[config.mk]
export PLATFORM = sky130hd
export DESIGN_NAME = uart_tx_framer
export DESIGN_NICKNAME = d
export VERILOG_FILES = /design/src/rtl/odin_uart_pkg.sv /design/src/rtl/sync_fifo.sv /design/src/rtl/uart_tx_framer.sv
export SDC_FILE = /design/constraint.sdc
export NUM_CORES = 1
export LEC_CHECK = 0
export ABC_AREA = 1
export BUFFER_PORTS_ARGS = -buffer_cell sky130_fd_sc_hd__buf_2
export CORE_MARGIN = 1.5
export CORE_UTILIZATION = 40
export DETAILED_ROUTE_END_ITERATION = 8
export GPL_TIMING_DRIVEN = 0
export PLACE_DENSITY = 0.6
export SYNTH_ARGS = -nofsm -noshare
export SYNTH_HDL_FRONTEND = slang
export SYNTH_HIERARCHICAL = 1
export SYNTH_SLANG_ARGS = --single-unit
[constraint.sdc]
create_clock -name clk -period 2.6 [get_ports clk]
set_input_delay 0.26 -clock clk [delete_from_list [all_inputs] [get_ports clk]]
set_output_delay 0.26 -clock clk [all_outputs]
set_load 0.02 [all_outputs]
[src/rtl/odin_uart_pkg.sv]
// Shared UART constants and types for the ODIN core (transmitter and receiver).
//   UART_DATA_BITS  : data bits per frame (8N1)
//   UART_OVERSAMPLE : clk ticks per bit = prescale * UART_OVERSAMPLE
//   uart_state_e    : transmitter FSM states
package odin_uart_pkg;

  localparam int unsigned UART_DATA_BITS  = 8;
  localparam int unsigned UART_OVERSAMPLE = 8;

  typedef enum logic [1:0] {
    StIdle,
    StStart,
    StData,
    StStop
  } uart_state_e;

endpackage

[src/rtl/sync_fifo.sv]
// Synchronous first-word-fall-through FIFO.
//   clk_i    : clock
//   rst_ni   : synchronous active-low reset, empties the FIFO
//   wr_en_i  : push din_i (accepted when not full, or when a pop happens in the same cycle)
//   din_i    : write data
//   full_o   : no free entry
//   rd_en_i  : pop head (ignored when empty)
//   dout_o   : head entry, valid whenever empty_o is low
//   empty_o  : no entries
module sync_fifo #(
  parameter int unsigned Width = 8,
  parameter int unsigned Depth = 4
) (
  input  logic             clk_i,
  input  logic             rst_ni,
  input  logic             wr_en_i,
  input  logic [Width-1:0] din_i,
  output logic             full_o,
  input  logic             rd_en_i,
  output logic [Width-1:0] dout_o,
  output logic             empty_o
);

  localparam int unsigned PtrW = $clog2(Depth);
  localparam logic [PtrW:0] PtrOne = {{PtrW{1'b0}}, 1'b1};

  // Pointers carry one extra wrap bit to tell full from empty.
  logic [PtrW:0]    wr_ptr_q, wr_ptr_d, rd_ptr_q, rd_ptr_d;
  logic [Width-1:0] mem_q [Depth];
  logic             do_wr, do_rd;

  assign empty_o = (wr_ptr_q == rd_ptr_q);
  assign full_o  = (wr_ptr_q[PtrW] != rd_ptr_q[PtrW]) &&
                   (wr_ptr_q[PtrW-1:0] == rd_ptr_q[PtrW-1:0]);
  assign dout_o  = mem_q[rd_ptr_q[PtrW-1:0]];

  // A write into a full FIFO lands in the slot being popped this cycle.
  assign do_wr = wr_en_i && (!full_o || rd_en_i);
  assign do_rd = rd_en_i && !empty_o;

  always_comb begin
    wr_ptr_d = wr_ptr_q;
    rd_ptr_d = rd_ptr_q;
    if (do_wr) wr_ptr_d = wr_ptr_q + PtrOne;
    if (do_rd) rd_ptr_d = rd_ptr_q + PtrOne;
  end

  always_ff @(posedge clk_i) begin
    if (!rst_ni) begin
      wr_ptr_q <= '0;
      rd_ptr_q <= '0;
    end else begin
      wr_ptr_q <= wr_ptr_d;
      rd_ptr_q <= rd_ptr_d;
    end
  end

  always_ff @(posedge clk_i) begin
    if (do_wr) mem_q[wr_ptr_q[PtrW-1:0]] <= din_i;
  end

endmodule

[src/rtl/uart_tx_framer.sv]
// Host-bound 8N1 UART transmitter: byte stream in, FIFO buffered, LSB-first serial out.
//   clk           : core clock
//   rst           : synchronous active-low reset
//   s_axis_tdata  : byte to send
//   s_axis_tvalid : tdata valid
//   s_axis_tready : FIFO can take a byte (low during reset)
//   prescale      : clk cycles per 1/8 bit, sampled at frame start (0 acts as 1)
//   txd           : registered serial line, idle high
//   busy          : registered, high while a frame runs or bytes are queued
module uart_tx_framer
  import odin_uart_pkg::*;
#(
  parameter int unsigned FIFO_DEPTH = 4,
  parameter int unsigned PRESCALE_W = 16
) (
  input  logic                  clk,
  input  logic                  rst,
  input  logic [7:0]            s_axis_tdata,
  input  logic                  s_axis_tvalid,
  output logic                  s_axis_tready,
  input  logic [PRESCALE_W-1:0] prescale,
  output logic                  txd,
  output logic                  busy
);

  // Bit period is prescale * 8, so the timer needs three extra bits.
  localparam int unsigned TmrW = PRESCALE_W + 3;
  localparam logic [TmrW-1:0] TmrOne = {{(TmrW-1){1'b0}}, 1'b1};
  localparam logic [2:0] LastBit = 3'(UART_DATA_BITS - 1);

  uart_state_e           state_q, state_d;
  logic [TmrW-1:0]       tmr_q, tmr_d;
  logic [2:0]            bit_idx_q, bit_idx_d;
  logic [7:0]            shift_q, shift_d;
  logic [PRESCALE_W-1:0] ps_q, ps_d;
  logic                  txd_q, txd_d;
  logic                  busy_q, busy_d;
  logic                  ready_q;

  logic                  fifo_full, fifo_empty, fifo_wr, fifo_rd;
  logic [7:0]            fifo_dout;
  logic [PRESCALE_W-1:0] ps_eff;
  logic [TmrW-1:0]       start_reload, run_reload;
  logic                  tmr_last, load;

  assign s_axis_tready = ready_q && !fifo_full;
  assign fifo_wr       = s_axis_tvalid && s_axis_tready;

  sync_fifo #(
    .Width (8),
    .Depth (FIFO_DEPTH)
  ) u_fifo (
    .clk_i   (clk),
    .rst_ni  (rst),
    .wr_en_i (fifo_wr),
    .din_i   (s_axis_tdata),
    .full_o  (fifo_full),
    .rd_en_i (fifo_rd),
    .dout_o  (fifo_dout),
    .empty_o (fifo_empty)
  );

  assign ps_eff       = (prescale == '0) ? {{(PRESCALE_W-1){1'b0}}, 1'b1} : prescale;
  // Start bit uses the live prescale; later bits use the copy latched at frame start.
  assign start_reload = {ps_eff, 3'b000} - TmrOne;
  assign run_reload   = {ps_q, 3'b000} - TmrOne;
  assign tmr_last     = (tmr_q == '0);

  always_comb begin
    state_d   = state_q;
    tmr_d     = tmr_q;
    bit_idx_d = bit_idx_q;
    shift_d   = shift_q;
    ps_d      = ps_q;
    txd_d     = txd_q;
    fifo_rd   = 1'b0;
    load      = 1'b0;

    unique case (state_q)
      StIdle: begin
        txd_d = 1'b1;
        if (!fifo_empty) load = 1'b1;
      end
      StStart: begin
        if (tmr_last) begin
          txd_d     = shift_q[0];
          shift_d   = shift_q >> 1;
          bit_idx_d = '0;
          tmr_d     = run_reload;
          state_d   = StData;
        end else begin
          tmr_d = tmr_q - TmrOne;
        end
      end
      StData: begin
        if (tmr_last) begin
          tmr_d = run_reload;
          if (bit_idx_q == LastBit) begin
            txd_d   = 1'b1;
            state_d = StStop;
          end else begin
            txd_d     = shift_q[0];
            shift_d   = shift_q >> 1;
            bit_idx_d = bit_idx_q + 3'd1;
          end
        end else begin
          tmr_d = tmr_q - TmrOne;
        end
      end
      StStop: begin
        if (tmr_last) begin
          // Chain straight into the next start bit when more data is queued.
          if (!fifo_empty) load = 1'b1;
          else             state_d = StIdle;
        end else begin
          tmr_d = tmr_q - TmrOne;
        end
      end
      default: state_d = StIdle;
    endcase

    if (load) begin
      fifo_rd = 1'b1;
      shift_d = fifo_dout;
      ps_d    = ps_eff;
      tmr_d   = start_reload;
      txd_d   = 1'b0;
      state_d = StStart;
    end

    // Look-ahead: a pop always enters StStart, so FIFO occupancy next cycle only
    // matters when staying idle, where it is non-empty iff it is now or a write lands.
    busy_d = (state_d != StIdle) || !fifo_empty || fifo_wr;
  end

  always_ff @(posedge clk) begin
    if (!rst) begin
      state_q   <= StIdle;
      tmr_q     <= '0;
      bit_idx_q <= '0;
      shift_q   <= '0;
      ps_q      <= '0;
      txd_q     <= 1'b1;
      busy_q    <= 1'b0;
      ready_q   <= 1'b0;
    end else begin
      state_q   <= state_d;
      tmr_q     <= tmr_d;
      bit_idx_q <= bit_idx_d;
      shift_q   <= shift_d;
      ps_q      <= ps_d;
      txd_q     <= txd_d;
      busy_q    <= busy_d;
      ready_q   <= 1'b1;
    end
  end

  assign txd  = txd_q;
  assign busy = busy_q;

endmodule

---- After elaboration in Yosys (flattened, before gate mapping) ----
Memories as Yosys holds them, arrays and structs flattened. A register that Yosys moved wholly into a read port is not among the register bits.
Index checks and enable logic that the tools add are counted.
storage, ports and cells
  flip-flop bits (word level) ............. 57
  latch bits .............................. 0
  bits in writable memories ............... 32
  bits in read-only memories .............. 0
  input bits .............................. 27
  output and inout bits ................... 3
  word-level logic and storage cells ...... 89
  memories ................................ 1
memories
  memory        depth  bits a word  rd ports  clocked after Yosys merged registers in  wr ports  line             RTL
  u_fifo.mem_q  4      8            1         1                                        1         sync_fifo.sv:29  logic [Width-1:0] mem_q [Depth];
operators by class
  add/sub/neg operators ................... 6
  $mul .................................... 0
  div/mod/pow operators ................... 0
  $lt $le $gt $ge ......................... 0
  eq/ne operators ......................... 14
  shift operators ......................... 0
  multiplexer cells ....................... 35
  bitwise operators ....................... 0
  reduce and logical (&&, ||, !) cells .... 23
operator list
  operator                                             count
  two-way mux 19 bit                                   3
  subtractor 19 x 1 -> 19 bit (second input constant)  3
  case mux 19 bit (2 select lines)                     1
  two-way mux 8 bit                                    4
  zero test 19 bit                                     1
  zero test 16 bit                                     1
  two-way mux 16 bit                                   1
  two-way mux 2 bit                                    8
  case mux 8 bit (2 select lines)                      1
  != test 3 bit (second input constant)                4
  two-way mux 1 bit                                    10
  adder 3 x 1 -> 3 bit (second input constant)         3
  two-way mux 3 bit                                    3
  AND reduction 4 bit                                  2
  != test 2 bit (second input constant)                3
  case mux 2 bit (3 select lines)                      1
  case mux 3 bit (2 select lines)                      1
  nonzero test 3 bit                                   2
  logical AND 1 bit                                    5
  equality test 2 bit (second input constant)          2
  nonzero test 2 bit                                   2
  nonzero test 4 bit                                   1
  equality test 3 bit                                  1
  equality test 3 bit (second input constant)          1
  other kinds (11)                                     14

---- Depth between registers and ports, before layout ----
Gate-level depths: netlist of the first run.
  depth after elaboration ................. 9
  mapped depth ............................ 16
  gate-level depth less buffers ........... 16

---- Cells and area by module ----
Netlist of the first run, hierarchy kept.
modules (own cells, without submodules)
  module          instances  cells each  area an instance (um^2)  seq. area each (um^2)
  uart_tx_framer  1          615         3746.1                   1021.0
  sync_fifo       1          144         1641.6                   1121.1

---- Least setup slack after synthesis of the first run ----
Ideal clock, no wire load.
  path type ............................... register -> register
  start ................................... register state_q[0]
  end ..................................... memory u_fifo.mem_q[0][0] (enable)
  library setup time ...................... 371 ps
  data arrival time ....................... 2189 ps
  required time ........................... 2229 ps
  path slack .............................. 40 ps
  cell stages (with the launch flop) ...... 11
  path through ............................ dfxtp_1 inv_1 ha_1 nor2_1 inv_1 a21oi_4 buf_6 inv_1 nand4_1 nand2_2 nor2_1
on the way
  word-level cells in the longest chain between the ends .. 7
  elaborated cells on any way between the ends .. 8
  classes of those cells .................. eq/ne: 1; mux: 4; reduce/logical: 3
ends and longest elaborated chain
  item                                                           line                   RTL
  from (decl)                                                    uart_tx_framer.sv:31   uart_state_e state_q, state_d;
  from (signal assigned)                                         uart_tx_framer.sv:138  state_q <= StIdle;
  from (signal assigned)                                         uart_tx_framer.sv:147  state_q <= state_d;
  equality test 2 bit / zero test 2 bit (equally long branches)  uart_tx_framer.sv:79   unique case (state_q)
  case mux 1 bit (2 select lines) *                              uart_tx_framer.sv:79
  two-way mux 1 bit *                                            uart_tx_framer.sv:122  if (load) begin
  via fifo_rd                                                    uart_tx_framer.sv:40   logic fifo_full, fifo_empty, fifo_wr, fifo_rd;
  logical OR 1 bit *                                             sync_fifo.sv:38        assign do_wr = wr_en_i && (!full_o || rd_en_i);
  logical AND 1 bit *                                            sync_fifo.sv:38
  two-way mux 1 bit *                                            sync_fifo.sv:59        if (do_wr) mem_q[wr_ptr_q[PtrW-1:0]] <= din_i;
  two-way mux 1 bit (implied by the code) *                      sync_fifo.sv:59
  to (decl)                                                      sync_fifo.sv:29
The timed path passes the listed nets; every way through them passes the cells marked *.

---- Worst setup path in the final report of the first run ----
  start ................................... register tmr_q[0]
  end ..................................... memory u_fifo.mem_q[3][4] (enable)
on the way
  word-level cells in the longest chain between the ends .. 8
ends and longest elaborated chain
  item                                     line                   RTL
  from (decl)                              uart_tx_framer.sv:32   logic [TmrW-1:0] tmr_q, tmr_d;
  from (signal assigned)                   uart_tx_framer.sv:148  tmr_q <= tmr_d;
  zero test 19 bit                         uart_tx_framer.sv:67   assign tmr_last = (tmr_q == '0);
  two-way mux 1 bit                        uart_tx_framer.sv:111  if (tmr_last) begin
  case mux 1 bit (2 select lines)          uart_tx_framer.sv:79
  two-way mux 1 bit                        uart_tx_framer.sv:122
  via fifo_rd                              uart_tx_framer.sv:40
  logical OR 1 bit                         sync_fifo.sv:38
  logical AND 1 bit                        sync_fifo.sv:38
  two-way mux 1 bit                        sync_fifo.sv:59
  two-way mux 1 bit (implied by the code)  sync_fifo.sv:59
The timed path passes the listed nets, and every way through them passes these cells.

==> results, run 1 <==
- The final non-filler cell area is around 0.0063 sq mm.
- The detailed-route via count is ~5000.
- The floorplan step defined a die boundary enclosing approximately 0.014 sq mm.
- Total power for the finished layout comes to between 7 and 8 mW.
- The clock tree buffer depth is 2.
- The synthesized design contains between 90 and 100 register bits.
- Dividing the detail-routed wire length by the instance count gives 14.83 um.
- For this run the aggregate overflow at the end of global routing stands at 0.
- The total half-perimeter wirelength after legalization and detailed placement is about 11 mm.
- Clock skew on the completed layout was measured at between 0.006 and 0.007 ns.
- The synthesized area per cell is between 7 and 8 sq um.
- The congestion estimate from routability-driven global placement came to ~0.96.
- The initial antenna violation count is 0.
- The via count of the first global-routing pass is 4754.
- The worst ir drop on vdd is about 0.56 mV.
- The measured slew at the worst slew-check pin is approximately 0.60 ns.
- The count of mapped cells out of synthesis is roughly 760.
- The net count after synthesis is 800.
- The TritonCTS clock tree is done.
- In the routed design, unresolved DRC markers number 0.
- The sort of element at the end of the critical path is a flip-flop.
- In this run the count of I/O pins placed on the die edge is 30.
- The largest net degree at the start of global routing is 19.
- The final worst setup slack is 0.1702 ns.
- Hold is met by 0.1170 ns.
- After the last flow step, the layout net total stands at between 800 and 900.
- The quantity of I/O buffers inserted on ports is 29.
- Sequential elements use 39.76% of the synthesized area.
- The critical path class is flip-flop to flip-flop.
- The multi-input logic area is approximately 0.0028 sq mm.
- The final number of hold-violating endpoints is 0.
- The number of setup violations in the final report is 0.
- The effective utilization at floorplan is 40.85%.
- In this run the static leakage power is ~2.9 nW.
- The H-tree generated during clock tree synthesis spans 3 levels.
- The number of distinct library cell variants in the gate-level netlist after synthesis is 35.
- The remaining max-slew budget at the tightest pin is 59.80%.
- The run finished with clean final reports.
- The die is ~120 um tall.
- The clock drives 91 sinks.
- The tightest min-delay check is of the input port to flip-flop type.
- The flip-flop and latch area is ~0.0021 sq mm.
- Once detail routing completed, the nets flagged for antenna violations numbered 0.
- The clock latency on the worst-skew pair is between 0.3 and 0.4 ns.
- The worst path required time is 2.67 ns.
- The mapped netlist covers between 0.005 and 0.006 sq mm.
- The post-route netlist has about 13% of its cells at a drive strength greater than 1.
- Global routing used between 20% and 30% of the available tracks across all layers.
- The wire length of the first global-routing pass is roughly 24 mm.
- Max-cap violations in this run came to 0.
- The total of warnings raised by yosys is 6.
- In the routed layout, each cell is associated on average with a via count of 5.003.
- The total number of placement rows is 42.
- The library cell used as clock root buffer is sky130_fd_sc_hd__clkbuf_16.
- STA puts the critical path data arrival time at about 2.5 ns.
- The die width is between 100 and 150 um.
- Summing all placed instances gives a cell area of ~0.0058 sq mm.
- The pre-antenna-repair detailed-routing pass consisted of 5 iterations.
- The CTS buffer count is 9.
- The power per cell area is 1269 mW/mm^2.
- The routed design has 14.78 mm of wire.
- Based on the critical path, the design can be clocked at up to 0.4116 GHz.
- The max-slew violation count is 0.
- The placeable core region is 0.01319 sq mm.
- Of the available clock period, the critical path in the final layout requires about 93%.
- Counting the fill cells in the layout gives 1327.
- The number of antenna diodes in the final layout is 0.
- The largest fanout on the critical path is 8.
- The first routing iteration left 257 violations.
- The final period demand of the worst path is between 2 and 2.5 ns.
- OpenSTA, run right after detailed placement, puts the worst setup slack at -0.6861 ns.
- The worst setup path is launched from a flip-flop.
- The clock transition time at the flip-flop clock pins of the worst setup and hold paths is 0.07 ns.
- The growth of design area from synthesis to finish is 16.54%.
==> critical path: stages, from the launching register on <==
cell                      delay, ns
sky130_fd_sc_hd__dfxtp_1       0.33
sky130_fd_sc_hd__inv_2         0.08
sky130_fd_sc_hd__ha_2          0.20
sky130_fd_sc_hd__nand2_2       0.10
sky130_fd_sc_hd__nor2_4        0.14
sky130_fd_sc_hd__nand2_4       0.09
sky130_fd_sc_hd__nor2_4        0.13
sky130_fd_sc_hd__nand3_4       0.11
sky130_fd_sc_hd__a21oi_4       0.19
sky130_fd_sc_hd__buf_12        0.14
sky130_fd_sc_hd__inv_1         0.04
sky130_fd_sc_hd__nand4_1       0.14
sky130_fd_sc_hd__nand2_4       0.13
sky130_fd_sc_hd__nor2_4        0.14
sky130_fd_sc_hd__buf_4         0.17
==> cell usage after synthesis (all sizes together) <==
master | n | area (sq um)
a211oi | 1 | 7.510
a21boi | 1 | 7.510
a21oi | 28 | 155.2
buf | 13 | 108.9
clkbuf | 6 | 22.52
clkinv | 1 | 3.750
dfxtp | 59 | 1181
edfxtp | 32 | 960.9
ha | 14 | 175.2
inv | 88 | 330.3
mux2i | 1 | 10.01
nand2 | 190 | 748.2
nand3 | 68 | 357.8
nand3b | 3 | 22.52
nand4 | 7 | 43.79
nor2 | 140 | 568.0
nor3 | 5 | 30.03
o211ai | 1 | 7.510
o21ai | 58 | 290.3
o22ai | 8 | 50.05
or2 | 3 | 18.77
xnor2 | 10 | 95.10
xor2 | 22 | 192.7
==> cells in the final DEF (no fill, tap or decap), types with 2 or more instances in the layout <==
cell type	Yosys	final
sky130_fd_sc_hd__nor3_1	4	4
sky130_fd_sc_hd__inv_8	0	2
sky130_fd_sc_hd__nand3_1	66	66
sky130_fd_sc_hd__clkbuf_16	0	9
sky130_fd_sc_hd__inv_6	0	4
sky130_fd_sc_hd__or2_2	3	3
sky130_fd_sc_hd__buf_12	0	4
sky130_fd_sc_hd__inv_1	88	87
sky130_fd_sc_hd__nor2_1	131	126
sky130_fd_sc_hd__o21ai_1	2	2
sky130_fd_sc_hd__buf_2	6	35
sky130_fd_sc_hd__dfxtp_1	59	59
sky130_fd_sc_hd__nand2_4	2	3
sky130_fd_sc_hd__nand2_1	180	180
sky130_fd_sc_hd__xor2_1	22	22
sky130_fd_sc_hd__nor2_2	5	5
sky130_fd_sc_hd__buf_6	7	6
sky130_fd_sc_hd__nand4_1	7	7
sky130_fd_sc_hd__o21ai_0	56	56
sky130_fd_sc_hd__ha_2	0	2
sky130_fd_sc_hd__edfxtp_1	32	32
sky130_fd_sc_hd__clkbuf_1	6	6
sky130_fd_sc_hd__o22ai_1	8	8
sky130_fd_sc_hd__nand2_2	8	8
sky130_fd_sc_hd__a21oi_1	26	26
sky130_fd_sc_hd__xnor2_1	9	9
sky130_fd_sc_hd__ha_1	14	12
sky130_fd_sc_hd__buf_4	0	12
sky130_fd_sc_hd__nand3b_1	3	3
sky130_fd_sc_hd__nor2_4	4	9
==> registers in the layout (all words and copies together) (netlist names), named ones only <==
name	cells
bit_idx_q	3
u_fifo/wr_ptr_q	3
shift_q	8
u_fifo/mem_q	32
busy	1
tmr_q	19
txd	1
u_fifo/rd_ptr_q	3
ready_q	1
ps_q	16
state_q	2
==> repair_timing <==
action / 4_1_cts / 5_1_grt
gates resized for setup: 10 / 6
setup buffers: 7 / 8
pin swaps: 6 / 2
hold buffers: 0 / 0
gates cloned: 0 / 1
setup endpoints to repair: 32 / 32
==> final timing paths <==
kind                            from                           end  slack, ns  cells past startpoint
min                  s_axis_tdata[5]  u_fifo/mem_q[1][5]$_DFFE_PP_       0.12                      1
max reg2reg    tmr_q[0]$_SDFFE_PN0P_  u_fifo/mem_q[3][4]$_DFFE_PP_       0.17                     14
min reg2reg  shift_q[1]$_SDFFE_PN0P_       shift_q[1]$_SDFFE_PN0P_       0.47                      2
max            tmr_q[0]$_SDFFE_PN0P_  u_fifo/mem_q[3][4]$_DFFE_PP_       0.17                     14
==> per-stage QoR <==
stage               setup TNS [ns]  utilization, %  std cells
finish                           0           47.60        996
global route              -0.02355           47.60        996
CTS                              0           46.96        987
detailed placement          -20.17           43.62        964
global placement            -19.09           43.62        964
floorplan                        0               -        759
==> logic make-up after synthesis <==
logic type | share of synthesized area, %
DFF | 39.76
buffers and inverters | 8.639
adders and majority gates | 3.251
xor gates and xnor gates | 5.341
muxes | 0.1858
AOI/OAI and AO/OA | 9.615
and+or+nand+nor | 33.21
==> report_power, final <==
| group | internal (mW) | switching [mW] | total (mW) |
|---|---|---|---|
| clock | 0.773 | 0.625 | 1.40 |
| sequential | 1.81 | 0.296 | 2.11 |
| combinational | 1.63 | 2.83 | 4.46 |
==> area by class of cell <==
cell class | instances | area share (%)
Tap cell | 176 | 3.507
Multi-Input combinational cell | 561 | 45.14
Inverter | 89 | 5.321
Clock inverter | 7 | 1.395
Buffer | 19 | 2.232
Clock buffer | 9 | 3.587
Timing Repair Buffer | 44 | 4.703
Sequential cell | 91 | 34.12
==> per-layer routing <==
layer / part of all wire [%] / up-vias / track usage, % / wire (um)
met4: 1.8 / 0 / 7.154 / 264
met3: 6.5 / 21 / 4.454 / 962
met5: 0 / - / 0 / 0
li1: - / 2550 / - / -
met1: 46 / 2279 / 30.75 / 6864
met2: 45 / 133 / 34.18 / 6683
No activity file was read; power rests on OpenSTA's default activity.
==> run 2, diff against run 1 <==
--- a/config.mk
+++ b/config.mk
@@ -5,7 +5,7 @@
 export SDC_FILE = /design/constraint.sdc
 export NUM_CORES = 1
 export LEC_CHECK = 0
-export ABC_AREA = 1
+export ABC_AREA = 0
 export BUFFER_PORTS_ARGS = -buffer_cell sky130_fd_sc_hd__buf_2
 export CORE_MARGIN = 1.5
 export CORE_UTILIZATION = 40
==> run 2 against run 1 <==
Clock power grew 3%. Via count shrank 19%. Count of clock-buffer cells in the layout grew 1. Area after synthesis shrank 8.2%. Core utilization grew 1.1 points. Final cell count shrank 29%. Clock skew grew 0.0026 ns. Flip-flop and latch count is the same. Sequential power shrank 4%. Wire length shrank 15%. Critical path type is now input port to flip-flop. Largest cell class unchanged. Highest routed layer unchanged.
==> results, run 2 <==
- The worst ir drop on vdd is slightly below 0.6 mV.
- The number of nets in the final layout is about 600.
- The sum of overflow across all layers after global routing is 0.
- The critical path class is input port to flip-flop.
- The part of the power in combinational logic is a little under half.
- The average instance in the mapped netlist occupies just under 10 sq um.
- Synthesis produced 505 cells.
- In the layout the commonest cells are 60 x sky130_fd_sc_hd__nand2_1, 52 x sky130_fd_sc_hd__dfxtp_1, 46 x sky130_fd_sc_hd__a21oi_1.
- The register with the most flip-flops in the layout has 32 of them.
- The library cell contributing the largest single delay on the critical path is sky130_fd_sc_hd__or4_1.
- Global routing used between 20% and 30% of the available tracks.
- The commonest register cell after synthesis is sky130_fd_sc_hd__dfxtp_1.
- The ratio of final minimum period to clock period is 95.74%.
- The max-cap violation count is 0.
- For the worst setup path, the data required time is approximately 2.9 ns.
- The clock latency on the worst-skew pair is 0.35 ns.
- The analysis attributes to net switching a power of 2.707 mW.
- The Yosys step of the flow raised 6 warnings.
- The total power after layout is approximately 6.5 mW.
- After the first detailed-routing iteration, the DRC count stood at 290.
- The cell family with the largest share of critical-path delay is simple AND/OR/NAND/NOR gates.
- Clock skew on the completed layout was measured at 0.008813 ns.
- The maximum frequency from static timing analysis is 0.4017 GHz.
- Setup repair after global routing could not meet its margin everywhere.
- For flop-to-flop paths, the worst setup slack is between 0.1 and 0.15 ns.
- Synthesis inferred slightly above 90 register bits.
- Setup violations remaining at the end of the flow were counted as 0.
- The most critical setup path has its endpoint at tmr_q[15]$_SDFFE_PN0P_.
- The final non-filler cell area is slightly below 0.006 sq mm.
- After detailed placement, the total cell area comes to ~0.0053 sq mm.
- In the synthesized netlist the async set-or-reset flop fraction comes to 0%.
- The effective utilization at floorplan is about 40%.
- The hold-fix buffer count after cts is 0.
- The total number of H-tree levels is 3.
- The boundary pin count is 30.
- From bottom edge to top edge, the die measures between 100 and 150 um.
- The first TritonRoute pass finished after 5 iterations.
- Across the whole layout, storage elements account for about 0.0022 sq mm.
- Cell internal power was estimated by the tool at 3.777 mW.
- The TritonCTS clock tree is done.
- The logic depth of the worst register-to-register path is 11.
- The start point of the critical path is prescale[11].
- Ranked by total cell area, the synthesized netlist is headed by sky130_fd_sc_hd__dfxtp_1 24%, sky130_fd_sc_hd__edfxtp_1 19%, sky130_fd_sc_hd__a21oi_1 4.7%.
- The growth of design area from synthesis to finish is 18.29%.
- Summing the sequential cell areas from Yosys gives between 40% and 50% of the chip area.
- The final period demand of the worst path is between 2 and 2.5 ns.
- The most common cell in the synthesized netlist is sky130_fd_sc_hd__nand2_1.
- The tightest hold path in the finished design has a slack of between 0.1 and 0.15 ns.
- Once layout is complete, the cells apart from fillers number roughly 700.
- For the worst setup path, the data arrival time is ~2.8 ns.
- The placeable core region is ~0.012 sq mm.
- In the routed layout, each cell is associated on average with a via count of 5.704.
- The flow ran to the end, and the final reports show no timing, DRC or antenna violations.
- The first global-routing pass estimated 20.56 mm of wire.
- The launching element type of the critical path is an input port.
- The tree built by TritonCTS fans out to 91 sinks.
- The type of the tightest min-delay check is input port to flip-flop.
- The wire length reported by the detailed router is about 13 mm.
- The share of total power dissipated in sequential elements is a little under a third.
- The clock network burns between 20 and 25% of the power.
- The multi-input logic area is 0.002744 sq mm.
- Of all nets on the critical path, the largest fanout is 6.
- Synthesis produced a netlist with a net count of between 500 and 600.
- STA classifies the critical path endpoint as a flip-flop.
- The count of flip-flops with a built-in enable after synthesis is 32.
- The number of buffers and inverters on the critical path is 1.
- The fraction of layout instances using a drive strength above 1 is a little over a fifth.
- The largest single stage delay on the critical path is ~0.60 ns.
- At the pin with the least slew margin, the transition time is 0.6414 ns.
- In this run the horizontal extent of the chip is 114.2 um.
- The via count of the first global-routing pass is 3931.
- The remaining routing DRC violations is 0.
- The commonest cells after synthesis are 60 x sky130_fd_sc_hd__nand2_1, 59 x sky130_fd_sc_hd__dfxtp_1, 46 x sky130_fd_sc_hd__a21oi_1, 33 x sky130_fd_sc_hd__nor2_1, 32 x sky130_fd_sc_hd__edfxtp_1.
- The startpoint identified for the worst register-to-register timing path is tmr_q[1]$_SDFFE_PN0P_.
- The total number of placement rows is 40.
- Including well taps, the total number of placed cells is about 700.
- The capture point of the worst reg-to-reg path is u_fifo/mem_q[0][3]$_DFFE_PP_.
- The critical path goes through buf_2, or4_1, nor4_4, a41oi_1, ha_1, nand3_1, nor4_1, xnor2_1, a211o_1, a21oi_2.
- The initial antenna violation count was 1.
- The floorplan step defined a die boundary enclosing between 0.01 and 0.015 sq mm.
- Leaving out fill and tap cells, the most frequent cell in the layout is sky130_fd_sc_hd__nand2_1.
- The layout has ~1100 filler cells.
- The detailed-route via count is between 4000 and 5000.
- Dividing total power by cell area gives a power density of around 1100 mW/mm^2.
- The max-slew violation count came to 0.
- The total number of cells along the worst setup path is 10.
- Summed over all cells, the static leakage comes to approximately 2.1 nW.
- The fraction of post-synthesis cell area in the top cell type by area is a little under a quarter.
- The total half-perimeter wirelength after legalization and detailed placement is 9.248 mm.
- The quantity of I/O buffers inserted on ports is 29.
- The largest net degree at the start of global routing is 17.
- After synthesis, the netlist uses roughly 70 different library cells.
- The remaining max-slew budget at the tightest pin is between 50% and 60%.
- The final number of hold-violating endpoints is 0.
- The clock tree buffer depth is 2.
- Routability-driven placement finished with a final weighted congestion of ~0.9.
- The final core utilization is roughly half.
- Of the total power, the share spent switching nets is 41.75%.
- The average wire length per cell after detail routing is 17.78 um.
- The count of antenna-violating nets left after detailed routing is 0.
- In this run the clock root is driven by a sky130_fd_sc_hd__clkbuf_16.
- Clock tree synthesis inserted a total of 9 buffers.
- The cell type with the largest total area after synthesis is sky130_fd_sc_hd__dfxtp_1.
- The synthesized netlist occupies a cell area of between 0.004 and 0.005 sq mm.
- The clock transition time at the flip-flop clock pins of the worst setup and hold paths is roughly 0.070 ns.
[run 2: cells by family (layout without fill, tap and decap cells)]
| group | after synthesis | in the layout | synth area share (%) |
|---|---|---|---|
| AO/OA/AOI/OAI | 134 | 134 | 18.21 |
| XOR/XNOR | 31 | 31 | 5.945 |
| adder cells (fa/ha/maj) | 14 | 14 | 3.542 |
| buffers and inverters | 40 | 97 | 3.795 |
| flip-flops | 91 | 91 | 43.31 |
| multiplexers | 20 | 20 | 6.071 |
| other | 0 | 1 | 0 |
| AND/OR/NAND/NOR | 175 | 175 | 19.13 |
[run 2: layout make-up]
class	instances	share of cell area, %
multi-input combinational	374	46.90
buffer	21	2.117
antenna	1	0.04277
timing repair buffer	41	4.021
tap	147	3.144
inverter	19	1.390
clock buffer	10	3.914
sequential	91	36.85
clock inverter	6	1.625
[run 2: power groups by stage]
stage               logic (mW)  clock network (mW)  registers (mW)
floorplan                 2.07                   0            1.98
global placement          2.76                   0            2.02
detailed placement        2.76                   0            2.03
CTS                       2.88                1.46            2.01
global route              3.32                1.51            2.06
finish                    3.03                1.44            2.02
[run 2: timing repair]
item / 4_1_cts / 5_1_grt
setup endpoints to repair: 40 / 52
pin swaps: 3 / 5
setup buffers: 5 / 7
resized for setup: 16 / 17
endpoints found under the hold margin: 0 / 0
cloned: 0 / 0
[run 2: worst register-to-register path, stage by stage (launching register included)]
cell and delay, ns:
sky130_fd_sc_hd__dfxtp_4 0.35, sky130_fd_sc_hd__inv_2 0.06, sky130_fd_sc_hd__ha_4 0.13, sky130_fd_sc_hd__nor4b_4 0.24
sky130_fd_sc_hd__and4_4 0.29, sky130_fd_sc_hd__nand3_4 0.09, sky130_fd_sc_hd__o21a_4 0.27, sky130_fd_sc_hd__inv_8 0.07
sky130_fd_sc_hd__buf_8 0.10, sky130_fd_sc_hd__inv_4 0.05, sky130_fd_sc_hd__a41oi_4 0.27, sky130_fd_sc_hd__and2_4 0.27
[run 2: layer usage]
metal  track usage [%]  up-vias  wire [um]
met5                 0        -          0
met4             4.833        0        172
met3             4.553       15        501
met2             36.06       94       6382
met1             25.79     1953       5569
li1                  -     1988          -
[run 2: per-stage QoR]
step | setup slack (ns) | setup TNS, ns
2_1_floorplan | 0.03354 | 0
3_3_place_gp | -0.4656 | -14.79
3_5_place_dp | -0.4681 | -15.31
4_1_cts | 0.0006961 | 0
5_1_grt | -0.003061 | -0.003061
6_report | 0.1108 | 0
[run 2: worst min-delay path by stage]
stage	cells past startpoint	to	start
after floorplan	0	ready_q$_DFF_P_	rst
after global placement	2	shift_q[2]$_SDFFE_PN0P_	shift_q[3]$_SDFFE_PN0P_
after detailed placement	2	shift_q[2]$_SDFFE_PN0P_	shift_q[3]$_SDFFE_PN0P_
after CTS	1	u_fifo/mem_q[2][0]$_DFFE_PP_	s_axis_tdata[0]
after global routing	1	u_fifo/mem_q[1][2]$_DFFE_PP_	s_axis_tdata[2]
final	1	u_fifo/mem_q[3][1]$_DFFE_PP_	s_axis_tdata[1]
